==> src/rtl/read_channel_native_pkg.sv <==
// Width helpers for the line-fill read channel.
// These are shared so that port widths and the LINE2MEM_W derivation stay in one place.
package read_channel_native_pkg;

   // log2 of BE beats per cache line (0 = the whole line fits in one BE word)
   function automatic int calc_line2mem_w(input int word_off_w, input int fe_data_w,
                                          input int be_data_w);
      return word_off_w - $clog2(be_data_w / fe_data_w);
   endfunction

   function automatic int at_least_one(input int w);
      return (w > 0) ? w : 1;
   endfunction

endpackage

==> src/rtl/read_channel_native.sv <==
// Line-fill engine: fetches one cache line over valid/ready, forwarding each beat to data memory.
// Latency 2^LINE2MEM_W beats + 1 END cycle at zero wait; stalls indefinitely on mem_ready, never drops mem_valid mid-line.
module read_channel_native
   import read_channel_native_pkg::*;
#(
   parameter int FE_ADDR_W  = 32,
   parameter int FE_DATA_W  = 32,
   parameter int BE_ADDR_W  = FE_ADDR_W,
   parameter int BE_DATA_W  = FE_DATA_W,
   parameter int WORD_OFF_W = 3,
   localparam int BE_BYTE_W  = $clog2(BE_DATA_W / 8),
   localparam int LINE2MEM_W = calc_line2mem_w(WORD_OFF_W, FE_DATA_W, BE_DATA_W),
   localparam int RADDR_W    = at_least_one(LINE2MEM_W)
)(
   input  logic                                    clk,
   input  logic                                    reset,
   input  logic                                    replace_valid,
   input  logic [FE_ADDR_W-BE_BYTE_W-LINE2MEM_W-1:0] replace_addr,
   output logic                                    replace,
   output logic                                    read_valid,
   output logic [RADDR_W-1:0]                      read_addr,
   output logic [BE_DATA_W-1:0]                    read_data,
   output logic [BE_ADDR_W-1:0]                    mem_addr,
   output logic                                    mem_valid,
   input  logic [BE_DATA_W-1:0]                    mem_rdata,
   input  logic                                    mem_ready
);

   localparam logic [1:0] ST_IDLE = 2'd0;
   localparam logic [1:0] ST_LOAD = 2'd1;
   localparam logic [1:0] ST_END  = 2'd2;

   logic [1:0]           state;
   logic [1:0]           state_nxt;
   logic                 last_beat;
   logic [RADDR_W-1:0]   word_idx;
   logic [FE_ADDR_W-1:0] line_byte_addr;

   generate
      if (LINE2MEM_W > 0) begin : g_burst
         logic [LINE2MEM_W-1:0] word_counter;

         always_ff @(posedge clk or negedge reset) begin
            if (!reset) begin
               word_counter <= '0;
            end else if (state == ST_IDLE) begin
               word_counter <= '0;
            end else if ((state == ST_LOAD) && mem_ready) begin
               word_counter <= word_counter + 1'b1;
            end
         end

         assign last_beat      = &word_counter;
         assign word_idx       = word_counter;
         assign line_byte_addr = {replace_addr, word_counter, {BE_BYTE_W{1'b0}}};
      end else begin : g_single
         // whole line arrives in one BE word, so the first beat is also the last
         assign last_beat      = 1'b1;
         assign word_idx       = '0;
         assign line_byte_addr = {replace_addr, {BE_BYTE_W{1'b0}}};
      end
   endgenerate

   always_ff @(posedge clk or negedge reset) begin
      if (!reset) begin
         state <= ST_IDLE;
      end else begin
         state <= state_nxt;
      end
   end

   always_comb begin
      state_nxt = state;
      case (state)
         ST_IDLE: if (replace_valid) state_nxt = ST_LOAD;
         ST_LOAD: if (mem_ready && last_beat) state_nxt = ST_END;
         ST_END:  state_nxt = ST_IDLE;
         default: state_nxt = ST_IDLE;
      endcase
   end

   // END keeps replace high one extra cycle so the last data-memory write lands
   always_comb begin
      replace    = 1'b0;
      mem_valid  = 1'b0;
      read_valid = 1'b0;
      case (state)
         ST_LOAD: begin
            replace    = 1'b1;
            mem_valid  = 1'b1;
            read_valid = mem_ready;
         end
         ST_END:  replace = 1'b1;
         default: ;
      endcase
   end

   assign read_addr = word_idx;
   assign read_data = mem_rdata;
   assign mem_addr  = BE_ADDR_W'(line_byte_addr);

endmodule
==> config.mk <==
export PLATFORM = sky130hd
export DESIGN_NAME = read_channel_native
export DESIGN_NICKNAME = d
export VERILOG_FILES = /design/src/rtl/read_channel_native_pkg.sv /design/src/rtl/read_channel_native.sv
export SDC_FILE = /design/constraint.sdc
export NUM_CORES = 1
export LEC_CHECK = 0
export BUFFER_PORTS_ARGS = -buffer_cell sky130_fd_sc_hd__buf_4
export CAP_MARGIN = 20
export CORE_ASPECT_RATIO = 2
export CORE_MARGIN = 2
export CORE_UTILIZATION = 27
export DETAILED_ROUTE_END_ITERATION = 7
export GPL_TIMING_DRIVEN = 0
export MAX_ROUTING_LAYER = met4
export PLACE_DENSITY = 0.78
export SETUP_SLACK_MARGIN = 0.5
export SYNTH_ARGS = -nofsm -noshare
export SYNTH_HDL_FRONTEND = slang
export SYNTH_SLANG_ARGS = --single-unit
==> constraint.sdc <==
create_clock -name clk -period 2 [get_ports clk]
set_clock_uncertainty 0.2 [all_clocks]
set_input_delay 0.3 -clock clk [delete_from_list [all_inputs] [get_ports clk]]
set_output_delay 0.3 -clock clk [all_outputs]
set_load 0.02 [all_outputs]
==> flow_summary.ini, run 1 <==
[sta]
fin_hold_ws_ps = 202
max_freq_mhz = 632
hold_viol_final = 0
setup-violations-final = 0
period_minus_slack_ps = 1580
final-max-slew-violation-count = 0
fin_setup_tns_ps = 0
rsz0062_at_grt = yes
timing.final.crit_share = 0.791

[clocking]
path_clk_slew_ps = 40
clk_latency_ps = 220
root_buffer = clkbuf_8
cts_buffers = 3
cts_max_level = 1
cts_buffer_depth = 2
cts_num_sinks = 5
cts_tree = built

[floorplanning]
start_util = 0.284
die_x_um = 41.9
fp.dieH_um = 79.9
rows = 27
die_area_sq_um = 3350
ios = 133
fp.coreArea_sq_um = 2740

[global_route]
grt_pass1_vias = 821
grt_overflow = 0
grt_max_degree = 6
grtUsageTotal = 0.143
antenna_found_initial = 0
grt_pass1_wl_um = 3510

[routing]
wl_per_cell_um = 12.0
via_count = 848
drt_first_pass_iters = 4
finalWirelength_um = 2480
remaining_drc_errors = 0
drtIter0Drc = 21
vias_per_cell = 4.12
antenna_left = 0

[critical_path]
critPathRequiredTime_ps = 1500
r2r_slack_ps = 440
worstPathMaxFanout = 3
cp.arrival_ps = 1080
startpoint_type = flip-flop
cp-end-kind = primary output
worstSetupPathType = flip-flop to primary output

[pwr]
powerDensity_nw_per_um2 = 746
power_w = 0.00115
vdd_drop_max_uv = 476
p_leak_nw = 0.876

[yosys]
yosys_warnings = 0
syn_inst = 93
synth.area.top_cells = buf_4, dfrtp_1, ha_1, mux2_4, nand2_1
synth.distinct_cells = 15
synth_area_sq_um = 777
synth_top_area_frac = 0.618
ys_seq_area_frac = 0.161
synth-seq-cells = 5
yosys.area.top_type = buf_4
syn_avg_cell_area_sq_um = 8.35

[finish]
mostFrequentLayoutCells = buf_4, ha_4, buf_6
antenna_cells = 0
drive_gt1_frac = 0.904
final_common_cell = buf_4
nets = 246
synthToLayoutAreaGrowth_pct = 97.7

[hold_path]
hp-class = primary input to flip-flop

[placed_design]
gp_congestion = 0.709
numPortBuffers = 71

[job]
drv_cap = 0

[status]
status = finished, final reports clean
[kinds of logic after synthesis]
family | count (synthesis) | synth area share
xor+xnor | 1 | 0.0113
fa+ha+maj | 5 | 0.0805
simple gates | 8 | 0.0499
flops | 5 | 0.161
buf+inv | 67 | 0.633
mux | 1 | 0.0193
compound gates | 5 | 0.0403
other cells | 1 | 0.00483
[layout make-up]
cell class              instances  area [sq um]
repair buffers                 79           611
fillers                       272          1200
inverters                       3          11.3
well taps                      29          36.3
clock buffers                   4          45.0
multi-input cells              22           224
flip-flops and latches          5           129
plain buffers                  64           480
[stage by stage]
step,instance area [sq um],util,instances,setup WS (ps)
after floorplan,816,-,94,474
after global placement,1390,0.506,194,438
after detailed placement,1390,0.506,194,419
after CTS,1530,0.558,205,416
after global routing,1540,0.562,206,394
final,1540,0.562,206,418
[power breakdown]
group / switching [W] / internal (W) / total [W]
registers: 0.0000416 / 0.000132 / 0.000173
clock network: 0.0000516 / 0.000137 / 0.000189
logic: 0.000346 / 0.000438 / 0.000784
[sequential cells by signal, indices dropped and copies added (netlist names)]
signal and cells:
state 2, read_addr 3
[worst max-delay path, cell delays in order (launching register included)]
cell and delay, ps:
dfrtp_1 360, inv_2 110, ha_4 180, buf_6 100, buf_6 100
[routing by layer]
| layer | GRT usage | vias to the layer above | routed length, um |
|---|---|---|---|
| met1 | 0.108 | 343 | 638 |
| met5 | - | - | 0 |
| met3 | 0.0611 | 4 | 472 |
| met4 | 0.0484 | 0 | 27 |
| li1 | - | 388 | - |
| met2 | 0.286 | 113 | 1340 |
[final timing paths]
path / from / to / cells after the start
worst min register to register: state[0] / state[0] / 1
worst min-delay path: mem_ready / read_addr[1] / 3
max in group asynchronous: reset / state[0] / 2
min in group asynchronous: reset / read_addr[1] / 2
worst max-delay path: state[1] / mem_valid / 4
worst max register to register: state[0] / state[0] / 5
[cells in the mapped netlist]
cell type  count
o21a_1         1
mux2_4         1
a21oi_2        1
xor2_1         1
ha_1           5
inv_1          3
a21oi_1        2
nor2_1         1
conb_1         1
dfrtp_1        5
nand2_1        4
buf_4         64
nand3_1        2
and2b_4        1
o21ai_0        1
[repair_timing]
| action | 4_1_cts | 5_1_grt |
|---|---|---|
| hold buffers | 1 | 0 |
| gates cloned | 0 | 0 |
| pin swaps | 3 | 3 |
| resized for setup | 11 | 1 |
| endpoints found under the setup margin | 4 | 4 |
| setup buffers | 6 | 1 |
| hold endpoints to repair | 5 | 0 |
Note: power is estimated with default switching activity, not from simulation.
==> run 2, diff against run 1 <==
--- a/config.mk
+++ b/config.mk
@@ -9,11 +9,11 @@
 export CAP_MARGIN = 20
 export CORE_ASPECT_RATIO = 2
 export CORE_MARGIN = 2
-export CORE_UTILIZATION = 27
+export CORE_UTILIZATION = 25
 export DETAILED_ROUTE_END_ITERATION = 7
 export GPL_TIMING_DRIVEN = 0
 export MAX_ROUTING_LAYER = met4
-export PLACE_DENSITY = 0.78
+export PLACE_DENSITY = 0.76
 export SETUP_SLACK_MARGIN = 0.5
 export SYNTH_ARGS = -nofsm -noshare
 export SYNTH_HDL_FRONTEND = slang
==> constraint.sdc (replaced) <==
create_clock -name clk -period 1.4 [get_ports clk]
set_clock_uncertainty 0.2 [all_clocks]
set_input_delay 0.21 -clock clk [delete_from_list [all_inputs] [get_ports clk]]
set_output_delay 0.21 -clock clk [all_outputs]
set_load 0.02 [all_outputs]
==> run 2 against run 1 <==
Compared with the run above: the run now ends with negative setup slack left; global-route usage is 0.47 points lower; setup slack worse by 580 ps; power is 66% higher; largest cell class unchanged.
==> flow_summary.ini, run 2 (synthesis results as in run 1) <==
[status]
status = complete, but fails checks
violations = negative setup slack

[routing]
drtIter0Drc = 6
remaining_drc_errors = 0
antenna_left = 0
vias_per_cell = 4.09
finalWirelength_um = 2550
via_count = 888
drt_first_pass_iters = 4
wl_per_cell_um = 11.8

[placed_design]
numPortBuffers = 71
dp.cells = 195
dp_hpwl_um = 1980
gp_congestion = 0.777

[clocking]
path_clk_slew_ps = 40
cts_buffers = 3
cts_max_level = 1
root_buffer = clkbuf_8
clk_latency_ps = 220
cts_tree = built
cts_num_sinks = 5
cts_buffer_depth = 2

[floorplanning]
start_util = 0.261
fp.dieH_um = 82.8
die_area_sq_um = 3600
fp.coreArea_sq_um = 2980
ios = 133
die_x_um = 43.4
rows = 28

[critical_path]
cp-end-kind = flip-flop
cpLargestDelayFamily = flip-flops
critPathRequiredTime_ps = 1300
critical_path.max_stage_delay_ps = 330
cp_cell_sequence = inv_2, buf_12, ha_4, and2b_4, a21oi_2, mux2_4
worstPathMaxFanout = 3
critPathBufInv = 2
crit_path_top_delay_cell = dfrtp_1
cp.arrival_ps = 1470
startpoint_type = flip-flop
worstSetupPathType = flip-flop to flip-flop

[finish]
synthToLayoutAreaGrowth_pct = 120
final_common_cell = buf_4
antenna_cells = 0
layoutNonFillerInstCount = 217
mostFrequentLayoutCells = buf_4, buf_6, ha_4
largest_reg_flops = 3
nFillCells = 244
final_util = 0.573
drive_gt1_frac = 0.936
nets = 256

[job]
drv_cap = 0

[sta]
hold_viol_final = 0
fin_ws_ps = -166
max_freq_mhz = 638
rsz0062_at_grt = yes
timing.final.crit_share = 1.12
final-max-slew-violation-count = 0
fin_hold_ws_ps = 87.3
period_minus_slack_ps = 1570
setup-violations-final = 8

[global_route]
antenna_found_initial = 0
grt_pass1_vias = 896
grtUsageTotal = 0.139
grt_pass1_wl_um = 3680
grt_overflow = 0
grt_max_degree = 6

[pwr]
p_comb_frac = 0.735
p_leak_nw = 0.949
powerDensity_nw_per_um2 = 1120
swShare = 0.364
vdd_drop_max_uv = 615
p_sw_w = 0.000693
power_w = 0.00190
seq_power_share = 0.125
power.internal_w = 0.00121
pwr-share-clk = 0.140

[hold_path]
hp-class = primary input to flip-flop
## run 2: power groups by stage
stage | clock, W | combinational [W] | sequential, W
4_1_cts | 0.000271 | 0.00129 | 0.000239
3_3_place_gp | 0 | 0.000901 | 0.000235
5_1_grt | 0.000280 | 0.00148 | 0.000246
3_5_place_dp | 0 | 0.000908 | 0.000237
2_1_floorplan | 0 | 0.000602 | 0.000254
6_report | 0.000266 | 0.00140 | 0.000239
## run 2: area by class of cell
class / instances / area [sq um] / share of cell area
Buffer: 64 / 492 / 0.288
Clock buffer: 4 / 45.0 / 0.0264
Inverter: 3 / 11.3 / 0.00660
Multi-Input combinational cell: 22 / 245 / 0.144
Sequential cell: 5 / 129 / 0.0755
Tap cell: 30 / 37.5 / 0.0220
Timing Repair Buffer: 89 / 747 / 0.438
## run 2: routing by layer
| layer | track usage | up-vias | wire, um |
|---|---|---|---|
| met1 | 0.101 | 368 | 620 |
| met4 | 0.0413 | 0 | 14 |
| met2 | 0.292 | 110 | 1490 |
| met5 | - | - | 0 |
| met3 | 0.0304 | 2 | 432 |
| li1 | - | 408 | - |
## run 2: timing repair
action,4_1_cts,5_1_grt
pin swaps,7,6
resized for setup,26,3
setup endpoints to repair,14,14
hold endpoints to repair,5,0
setup buffers,12,5
hold buffers,1,0
## run 2: tightest hold or removal path: cells and delay by family
family,cells,cell delay [ps]
buf+inv,1,140
simple gates,1,70
compound gates,1,40
## run 2: worst paths after layout
kind,from,endpoint,slack [ps],cells past startpoint
worst max-delay path,state[1],state[0],-170,6
min in group asynchronous,reset,read_addr[2],140,2
worst min register to register,state[0],state[0],420,1
worst max register to register,state[1],state[0],-170,6
worst min-delay path,mem_ready,read_addr[1],90,3
max in group asynchronous,reset,read_addr[1],740,2
## run 2: per-stage QoR
stage,setup WS (ps),cell area [sq um],setup TNS [ps]
finish,-166,1710,-679
detailed placement,-115,1400,-166
global placement,-123,1400,-167
floorplan,-108,831,-148
CTS,-158,1660,-558
global route,-199,1710,-978
